[config.mk]
export PLATFORM = sky130hd
export DESIGN_NAME = cache_mshr_file_flat
export DESIGN_NICKNAME = d
export VERILOG_FILES = /design/src/rtl/cache_mshr_file_if.sv /design/src/rtl/cache_mshr_file.sv /design/src/flat_wrapper.sv
export SDC_FILE = /design/constraint.sdc
export NUM_CORES = 2
export LEC_CHECK = 0
export BUFFER_PORTS_ARGS = -buffer_cell sky130_fd_sc_hd__buf_2
export CAP_MARGIN = 40
export CELL_PAD_IN_SITES_DETAIL_PLACEMENT = 2
export CELL_PAD_IN_SITES_GLOBAL_PLACEMENT = 2
export CORE_MARGIN = 2
export CORE_UTILIZATION = 41
export DETAILED_ROUTE_END_ITERATION = 12
export PLACE_DENSITY_LB_ADDON = 0.1
export SLEW_MARGIN = 20
export SYNTH_ARGS = -nofsm -noshare
export SYNTH_HDL_FRONTEND = slang
export SYNTH_SLANG_ARGS = --single-unit
[constraint.sdc]
create_clock -name CLK -period 23.4 [get_ports CLK]
set_clock_uncertainty 0.2 [all_clocks]
set_input_delay 1.17 -clock CLK [delete_from_list [all_inputs] [get_ports CLK]]
set_output_delay 1.17 -clock CLK [all_outputs]
set_load 0.05 [all_outputs]
[src/rtl/cache_mshr_file_if.sv]
// Request, memory-issue and fill channels of the MSHR file, plus its occupancy status.
interface cache_mshr_file_if #(
  parameter int ENTRIES = 4,
  parameter int ADDR_W  = 32,
  parameter int WORDS   = 4,
  parameter int UUID_W  = 8
);
  localparam int ID_W = $clog2(ENTRIES);

  logic                  miss_valid;
  logic                  miss_ready;
  logic [ADDR_W-1:0]     miss_addr;
  logic                  miss_write;
  logic [31:0]           miss_wdata;
  logic [UUID_W-1:0]     miss_uuid;
  logic                  miss_merged;

  logic                  issue_valid;
  logic                  issue_ready;
  logic [ID_W-1:0]       issue_id;
  logic [ADDR_W-1:0]     issue_block_addr;

  logic                  fill_valid;
  logic [ID_W-1:0]       fill_id;
  logic [ADDR_W-1:0]     fill_block_addr;
  logic [WORDS-1:0]      fill_wmask;
  logic [WORDS*32-1:0]   fill_wdata;
  logic [UUID_W-1:0]     fill_uuid;
  logic                  spurious_fill;

  logic [ID_W:0]         occupancy;
  logic                  empty;
  logic                  full;

  modport slave (
    input  miss_valid, miss_addr, miss_write, miss_wdata, issue_ready, fill_valid, fill_id,
    output miss_ready, miss_uuid, miss_merged, issue_valid, issue_id, issue_block_addr,
           fill_block_addr, fill_wmask, fill_wdata, fill_uuid, spurious_fill,
           occupancy, empty, full
  );

  modport master (
    output miss_valid, miss_addr, miss_write, miss_wdata, issue_ready, fill_valid, fill_id,
    input  miss_ready, miss_uuid, miss_merged, issue_valid, issue_id, issue_block_addr,
           fill_block_addr, fill_wmask, fill_wdata, fill_uuid, spurious_fill,
           occupancy, empty, full
  );
endinterface

[src/rtl/cache_mshr_file.sv]
// MSHR file for one cache bank: coalesces misses per block, issues primaries in
// allocation order and retires entries on out-of-order fills with the merged store data.
module cache_mshr_file #(
  parameter int ENTRIES   = 4,
  parameter int ADDR_W    = 32,
  parameter int WORDS     = 4,
  parameter int UUID_W    = 8,
  parameter int MAX_MERGE = 4
) (
  input logic              CLK,
  input logic              RST,
  cache_mshr_file_if.slave bus
);
  localparam int ID_W   = $clog2(ENTRIES);
  localparam int WIDX_W = $clog2(WORDS);
  localparam int OFF_W  = WIDX_W + 2;
  localparam int CNT_W  = $clog2(MAX_MERGE + 1);
  localparam logic [CNT_W-1:0]  MAX_CNT  = CNT_W'(MAX_MERGE);
  localparam logic [ADDR_W-1:0] BLK_MASK = ~ADDR_W'(WORDS * 4 - 1);

  typedef enum logic [1:0] {FREE, WAIT, ISSUED} ent_state_t;

  ent_state_t           st     [ENTRIES];
  ent_state_t           st_nxt [ENTRIES];
  logic [ADDR_W-1:0]    blk    [ENTRIES];
  logic [WORDS-1:0]     wmask  [ENTRIES];
  logic [WORDS*32-1:0]  wdata  [ENTRIES];
  logic [UUID_W-1:0]    uuid   [ENTRIES];
  logic [CNT_W-1:0]     mcnt   [ENTRIES];
  logic [ID_W-1:0]      fifo_mem [ENTRIES];
  logic [ID_W:0]        wr_ptr, rd_ptr;
  logic [UUID_W-1:0]    tag;

  logic [ADDR_W-1:0]    req_blk;
  logic [WIDX_W-1:0]    widx;
  logic                 hit, any_free, ready, accept, alloc, merge, issue_fire, fill_retire;
  logic [ID_W-1:0]      hit_idx, free_idx, head_id;
  logic [ID_W:0]        occ;

  assign req_blk = bus.miss_addr & BLK_MASK;
  assign widx    = bus.miss_addr[OFF_W-1:2];

  // Descending scan so the lowest free index wins; at most one busy entry can match.
  always_comb begin
    hit      = 1'b0;
    hit_idx  = '0;
    any_free = 1'b0;
    free_idx = '0;
    for (int i = ENTRIES - 1; i >= 0; i--) begin
      if (st[i] == FREE) begin
        any_free = 1'b1;
        free_idx = ID_W'(i);
      end else if (blk[i] == req_blk) begin
        hit     = 1'b1;
        hit_idx = ID_W'(i);
      end
    end
  end

  // Next-state: issue and retire always target entries in WAIT/ISSUED, never a FREE one.
  always_comb begin
    for (int i = 0; i < ENTRIES; i++) begin
      st_nxt[i] = st[i];
      if (alloc && free_idx == ID_W'(i))               st_nxt[i] = WAIT;
      if (issue_fire && head_id == ID_W'(i))           st_nxt[i] = ISSUED;
      if (fill_retire && bus.fill_id == ID_W'(i))      st_nxt[i] = FREE;
    end
  end

  // A matching entry being filled refuses the merge; the request reallocates next cycle.
  always_comb begin
    if (hit) ready = (mcnt[hit_idx] < MAX_CNT) && !(bus.fill_valid && bus.fill_id == hit_idx);
    else     ready = any_free;
    accept      = bus.miss_valid && ready && !RST;
    alloc       = accept && !hit;
    merge       = accept && hit;
    head_id     = fifo_mem[rd_ptr[ID_W-1:0]];
    issue_fire  = (wr_ptr != rd_ptr) && bus.issue_ready;
    fill_retire = bus.fill_valid && st[bus.fill_id] == ISSUED;

    bus.miss_ready       = ready;
    bus.miss_uuid        = accept ? tag : '0;
    bus.miss_merged      = merge;
    bus.issue_valid      = (wr_ptr != rd_ptr);
    bus.issue_id         = head_id;
    bus.issue_block_addr = blk[head_id];

    bus.fill_block_addr = '0;
    bus.fill_wmask      = '0;
    bus.fill_wdata      = '0;
    bus.fill_uuid       = '0;
    if (bus.fill_valid) begin
      bus.fill_block_addr = blk[bus.fill_id];
      bus.fill_wmask      = wmask[bus.fill_id];
      bus.fill_wdata      = wdata[bus.fill_id];
      bus.fill_uuid       = uuid[bus.fill_id];
    end
    bus.spurious_fill = bus.fill_valid && !RST && st[bus.fill_id] != ISSUED;

    occ = '0;
    for (int i = 0; i < ENTRIES; i++) begin
      if (st[i] != FREE) occ = occ + 1'b1;
    end
    bus.occupancy = occ;
    bus.empty     = (occ == '0);
    bus.full      = (occ == (ID_W + 1)'(ENTRIES));
  end

  always_ff @(posedge CLK or posedge RST) begin
    if (RST) begin
      for (int i = 0; i < ENTRIES; i++) begin
        st[i]       <= FREE;
        blk[i]      <= '0;
        wmask[i]    <= '0;
        wdata[i]    <= '0;
        uuid[i]     <= '0;
        mcnt[i]     <= '0;
        fifo_mem[i] <= '0;
      end
      wr_ptr <= '0;
      rd_ptr <= '0;
      tag    <= '0;
    end else begin
      for (int i = 0; i < ENTRIES; i++) st[i] <= st_nxt[i];
      if (accept)     tag <= tag + 1'b1;
      if (issue_fire) rd_ptr <= rd_ptr + 1'b1;
      if (alloc) begin
        fifo_mem[wr_ptr[ID_W-1:0]] <= free_idx;
        wr_ptr                     <= wr_ptr + 1'b1;
        blk[free_idx]              <= req_blk;
        uuid[free_idx]             <= tag;
        mcnt[free_idx]             <= CNT_W'(1);
        for (int w = 0; w < WORDS; w++) begin
          wmask[free_idx][w]          <= bus.miss_write && widx == WIDX_W'(w);
          wdata[free_idx][32*w +: 32] <= (bus.miss_write && widx == WIDX_W'(w)) ? bus.miss_wdata : 32'd0;
        end
      end
      if (merge) begin
        mcnt[hit_idx] <= mcnt[hit_idx] + 1'b1;
        uuid[hit_idx] <= tag;
        if (bus.miss_write) begin
          wmask[hit_idx][widx]               <= 1'b1;
          wdata[hit_idx][{widx, 5'd0} +: 32] <= bus.miss_wdata;
        end
      end
    end
  end
endmodule

[src/flat_wrapper.sv]
// flat-port wrapper written by rule: the top's interface ports become plain ports
module cache_mshr_file_flat 
#(
  parameter int ENTRIES   = 4,
  parameter int ADDR_W    = 32,
  parameter int WORDS     = 4,
  parameter int UUID_W    = 8,
  parameter int MAX_MERGE = 4
)
  (CLK, RST, bus_miss_valid, bus_miss_addr, bus_miss_write, bus_miss_wdata, bus_issue_ready, bus_fill_valid, bus_fill_id, bus_miss_ready, bus_miss_uuid, bus_miss_merged, bus_issue_valid, bus_issue_id, bus_issue_block_addr, bus_fill_block_addr, bus_fill_wmask, bus_fill_wdata, bus_fill_uuid, bus_spurious_fill, bus_occupancy, bus_empty, bus_full);
  cache_mshr_file_if #(.ENTRIES(ENTRIES), .ADDR_W(ADDR_W), .WORDS(WORDS), .UUID_W(UUID_W)) bus_i ();
  input logic CLK;
  input logic RST;
  input wire logic [$bits(bus_i.miss_valid)-1:0] bus_miss_valid;
  input wire logic [$bits(bus_i.miss_addr)-1:0] bus_miss_addr;
  input wire logic [$bits(bus_i.miss_write)-1:0] bus_miss_write;
  input wire logic [$bits(bus_i.miss_wdata)-1:0] bus_miss_wdata;
  input wire logic [$bits(bus_i.issue_ready)-1:0] bus_issue_ready;
  input wire logic [$bits(bus_i.fill_valid)-1:0] bus_fill_valid;
  input wire logic [$bits(bus_i.fill_id)-1:0] bus_fill_id;
  output wire logic [$bits(bus_i.miss_ready)-1:0] bus_miss_ready;
  output wire logic [$bits(bus_i.miss_uuid)-1:0] bus_miss_uuid;
  output wire logic [$bits(bus_i.miss_merged)-1:0] bus_miss_merged;
  output wire logic [$bits(bus_i.issue_valid)-1:0] bus_issue_valid;
  output wire logic [$bits(bus_i.issue_id)-1:0] bus_issue_id;
  output wire logic [$bits(bus_i.issue_block_addr)-1:0] bus_issue_block_addr;
  output wire logic [$bits(bus_i.fill_block_addr)-1:0] bus_fill_block_addr;
  output wire logic [$bits(bus_i.fill_wmask)-1:0] bus_fill_wmask;
  output wire logic [$bits(bus_i.fill_wdata)-1:0] bus_fill_wdata;
  output wire logic [$bits(bus_i.fill_uuid)-1:0] bus_fill_uuid;
  output wire logic [$bits(bus_i.spurious_fill)-1:0] bus_spurious_fill;
  output wire logic [$bits(bus_i.occupancy)-1:0] bus_occupancy;
  output wire logic [$bits(bus_i.empty)-1:0] bus_empty;
  output wire logic [$bits(bus_i.full)-1:0] bus_full;
  assign bus_i.miss_valid = bus_miss_valid;
  assign bus_i.miss_addr = bus_miss_addr;
  assign bus_i.miss_write = bus_miss_write;
  assign bus_i.miss_wdata = bus_miss_wdata;
  assign bus_i.issue_ready = bus_issue_ready;
  assign bus_i.fill_valid = bus_fill_valid;
  assign bus_i.fill_id = bus_fill_id;
  assign bus_miss_ready = bus_i.miss_ready;
  assign bus_miss_uuid = bus_i.miss_uuid;
  assign bus_miss_merged = bus_i.miss_merged;
  assign bus_issue_valid = bus_i.issue_valid;
  assign bus_issue_id = bus_i.issue_id;
  assign bus_issue_block_addr = bus_i.issue_block_addr;
  assign bus_fill_block_addr = bus_i.fill_block_addr;
  assign bus_fill_wmask = bus_i.fill_wmask;
  assign bus_fill_wdata = bus_i.fill_wdata;
  assign bus_fill_uuid = bus_i.fill_uuid;
  assign bus_spurious_fill = bus_i.spurious_fill;
  assign bus_occupancy = bus_i.occupancy;
  assign bus_empty = bus_i.empty;
  assign bus_full = bus_i.full;
  cache_mshr_file #(.ENTRIES(ENTRIES), .ADDR_W(ADDR_W), .WORDS(WORDS), .UUID_W(UUID_W), .MAX_MERGE(MAX_MERGE)) u_core (.CLK(CLK), .RST(RST), .bus(bus_i));
endmodule
==> impl_metrics.py <==
metrics = {
    "timing": {
        "setup-violations-final": 0,
        "max_freq_mhz": 158,
        "hold_slack_ns": 0.287,
        "slew_headroom": 0.379,
        "fin_crit_ns": 6.34,
        "slew_viol_final": 0,
        "tightest_slew_ns": 0.931,
        "fin_crit_sh": 0.271,
        "rsz0062_at_grt": "no",
        "hold_violations": 0,
        "tns_ns": 0,
    },
    "synth": {
        "synth_cell_types": 74,
        "yosysTopAreaCellShare": 0.512,
        "synth_ff_type": "dfrtp_1",
        "synthTopCellsByArea": "dfrtp_1, mux4_2, o2bb2ai_1",
        "yosysSeqAreaShare": 0.512,
        "synth_area_leader_cell": "dfrtp_1",
        "synth_most_common_cell": "dfrtp_1",
        "synth-edff-count": 0,
        "syn_area_per_cell_sq_um": 12.1,
        "syn_inst": 2882,
        "synth.top_cells.by_count": "dfrtp_1, nand2_1, o2bb2ai_1",
        "ys_ff_latch": 714,
        "yosysWarningCount": 0,
        "syn_area_sq_um": 34900,
        "async_flop_share": 1.00,
    },
    "grt": {
        "grt_pass1_vias": 30000,
        "grt.total_usage": 0.309,
        "antenna_found_initial": 6,
        "grt_pass1_wl_um": 202000,
        "grt_remaining_overflow": 0,
        "grt_max_degree": 181,
    },
    "final_layout": {
        "drive_gt1_frac": 0.253,
        "synthToLayoutAreaGrowth_pct": 16.2,
        "nFillCells": 8240,
        "design_area_sq_um": 40600,
        "layout.nets": 3125,
    },
    "routing": {
        "wl_per_cell_um": 31.4,
        "drc": 0,
        "firstDrtPassIters": 5,
        "ant_nets": 0,
        "vias": 26700,
        "drtIter0Drc": 1906,
        "vias_per_cell": 6.29,
        "wirelength_um": 134000,
    },
    "pwr": {
        "leakagePower_nw": 18.3,
        "irDropWorstVdd_uv": 291,
        "p_per_area_nw_per_um2": 130,
    },
    "setup_path": {
        "cpLargestDelayFamily": "simple AND/OR/NAND/NOR gates",
        "crit_path_max_fanout": 10,
        "path_common_cell": "buf_2",
        "end_kind": "primary output",
        "r2r_cells": 11,
        "crit_chain": "buf_2 -> xnor2_1 -> nand4_1 -> or4_1 -> nor2_1 -> mux2_2 -> o21ai_1 -> o211ai_1 -> buf_4 -> nand2_1 -> and2_1 -> buf_2",
        "reg2reg_from": "u_core.blk[59]",
        "max_stage_delay_ns": 0.71,
        "start_kind": "input pin",
        "reg2reg_to": "u_core.wdata[3]",
        "worstPathArrival_ns": 4.97,
        "r2r_slack_ns": 18.42,
        "required_ns": 22.03,
        "critPathBufInv": 3,
        "worstSetupPathType": "input pin to primary output",
        "crit_path_top_delay_cell": "or4_1",
    },
    "min_path": {
        "hold_path_end": "u_core.wdata[160]",
        "hold_class": "flop to flop",
        "worstHoldPathCells": 1,
        "min-delay-start": "u_core.wdata[160]",
    },
    "clocking": {
        "clkSinkCount": 714,
        "cts_hold_buffers": 0,
        "cts.clk_slew.worst_paths_ns": 0.06,
        "postCtsSetupBuffers": 0,
        "worstSkewPairLatency_ns": 0.65,
        "ctsRootBufferMaster": "clkbuf_16",
        "htree_levels": 3,
        "cts-resized-gates": 0,
        "clockBufferDepth": 3,
        "cts_tree": "yes",
        "cts_buffers": 84,
    },
    "floorplanning": {
        "fp.dieH_um": 296,
        "design.core.area_sq_um": 84700,
        "fp-row-count": 107,
        "start_util": 0.412,
        "die_area_sq_um": 87500,
        "die_x_um": 296,
        "boundaryPins": 295,
    },
    "run": {
        "maxCapViolCount": 0,
    },
    "placement": {
        "dp_hpwl_um": 81200,
        "place.gp.congestion": 0.821,
        "io_buffers": 284,
        "placed_cell_area_sq_um": 37600,
    },
    "status": {
        "status": "complete, no violations",
    },
}
[cell type report]
| type | instances | area (sq um) | share of cell area |
|---|---|---|---|
| Multi-Input combinational cell | 1854 | 16100 | 0.396 |
| Sequential cell | 714 | 17900 | 0.440 |
| Antenna cell | 3 | 7.51 | 0.000185 |
| Clock buffer | 124 | 2470 | 0.0609 |
| Tap cell | 1144 | 1430 | 0.0353 |
| Clock inverter | 28 | 378 | 0.00931 |
| Inverter | 18 | 75.1 | 0.00185 |
| Timing Repair Buffer | 365 | 2290 | 0.0565 |
[metrics by stage]
stage | setup slack (ns) | total power, mW | util | instances
2_1_floorplan | 1.98 | 3.26 | - | 2889
3_3_place_gp | 16.73 | 3.80 | 0.441 | 4079
3_5_place_dp | 17.13 | 3.90 | 0.443 | 4088
4_1_cts | 17.12 | 5.29 | 0.477 | 4240
5_1_grt | 16.93 | 5.50 | 0.479 | 4247
6_report | 17.06 | 5.27 | 0.479 | 4250
[sequential cells by signal, indices dropped and copies added, names as in the netlist]
register,count
u_core.wdata,512
u_core.blk,112
u_core.uuid,32
u_core.wmask,16
u_core.mcnt,12
u_core.fifo_mem,8
u_core.st,8
u_core.tag,8
u_core.rd_ptr,3
u_core.wr_ptr,3
[kinds of logic (layout without fill, tap and decap cells)]
kind of cell / after synthesis / in the layout / share of synthesized area
other: 1 / 11 / 0.000107
buffers and inverters: 321 / 535 / 0.0401
flip-flops: 714 / 714 / 0.512
AO/OA/AOI/OAI: 606 / 606 / 0.152
XOR/XNOR: 132 / 132 / 0.0333
AND/OR/NAND/NOR: 841 / 841 / 0.113
multiplexers: 251 / 251 / 0.145
adder cells (fa/ha/maj): 16 / 16 / 0.00573
[placed cells by master (no fill, tap or decap), types with 8 or more instances in the layout]
cell type  count
o2bb2ai_1    285
buf_2        281
xnor2_1       88
nor2_1        39
ha_1          16
and2_1       177
clkinv_2      12
inv_1         16
mux2_2        31
nand4_1       41
o21ai_0       20
clkbuf_8      21
nand3_1       13
nand2_1      492
a22o_1       129
a21oi_4       16
nor4_1        23
a21oi_1       12
nor3b_1        8
buf_4         65
xor2_1        43
mux2i_1       10
mux4_2       198
nor3_1        12
clkbuf_16     85
dfrtp_1      714
buf_16         8
conb_1         8
a32o_1        97
clkbuf_1      19
[routing by layer]
metal / global-route usage / part of all wire / vias up
met4: 0.110 / 0.032 / 8
met5: 0 / 0.00034 / -
li1: - / - / 10900
met2: 0.519 / 0.50 / 869
met3: 0.0424 / 0.049 / 230
met1: 0.412 / 0.42 / 14700
[power by group]
| part | internal [mW] | leakage [nW] | switching (mW) |
|---|---|---|---|
| Sequential | 1.61 | 9.66 | 0.303 |
| Clock | 0.802 | 1.39 | 0.555 |
| Combinational | 0.720 | 7.23 | 1.28 |
[worst max path at each step]
stage	from	end	slack, ns	depth (start not counted)
after floorplan	RST	u_core.blk[100]	1.98	1
after global placement	bus_miss_addr[27]	bus_miss_uuid[1]	16.73	12
after detailed placement	bus_miss_addr[27]	bus_miss_uuid[6]	17.13	12
after CTS	bus_miss_addr[27]	bus_miss_uuid[6]	17.12	12
after global routing	bus_miss_addr[27]	bus_miss_uuid[3]	16.93	12
final	bus_miss_addr[27]	bus_miss_uuid[6]	17.06	12
Power figures use the tool's default switching activity.
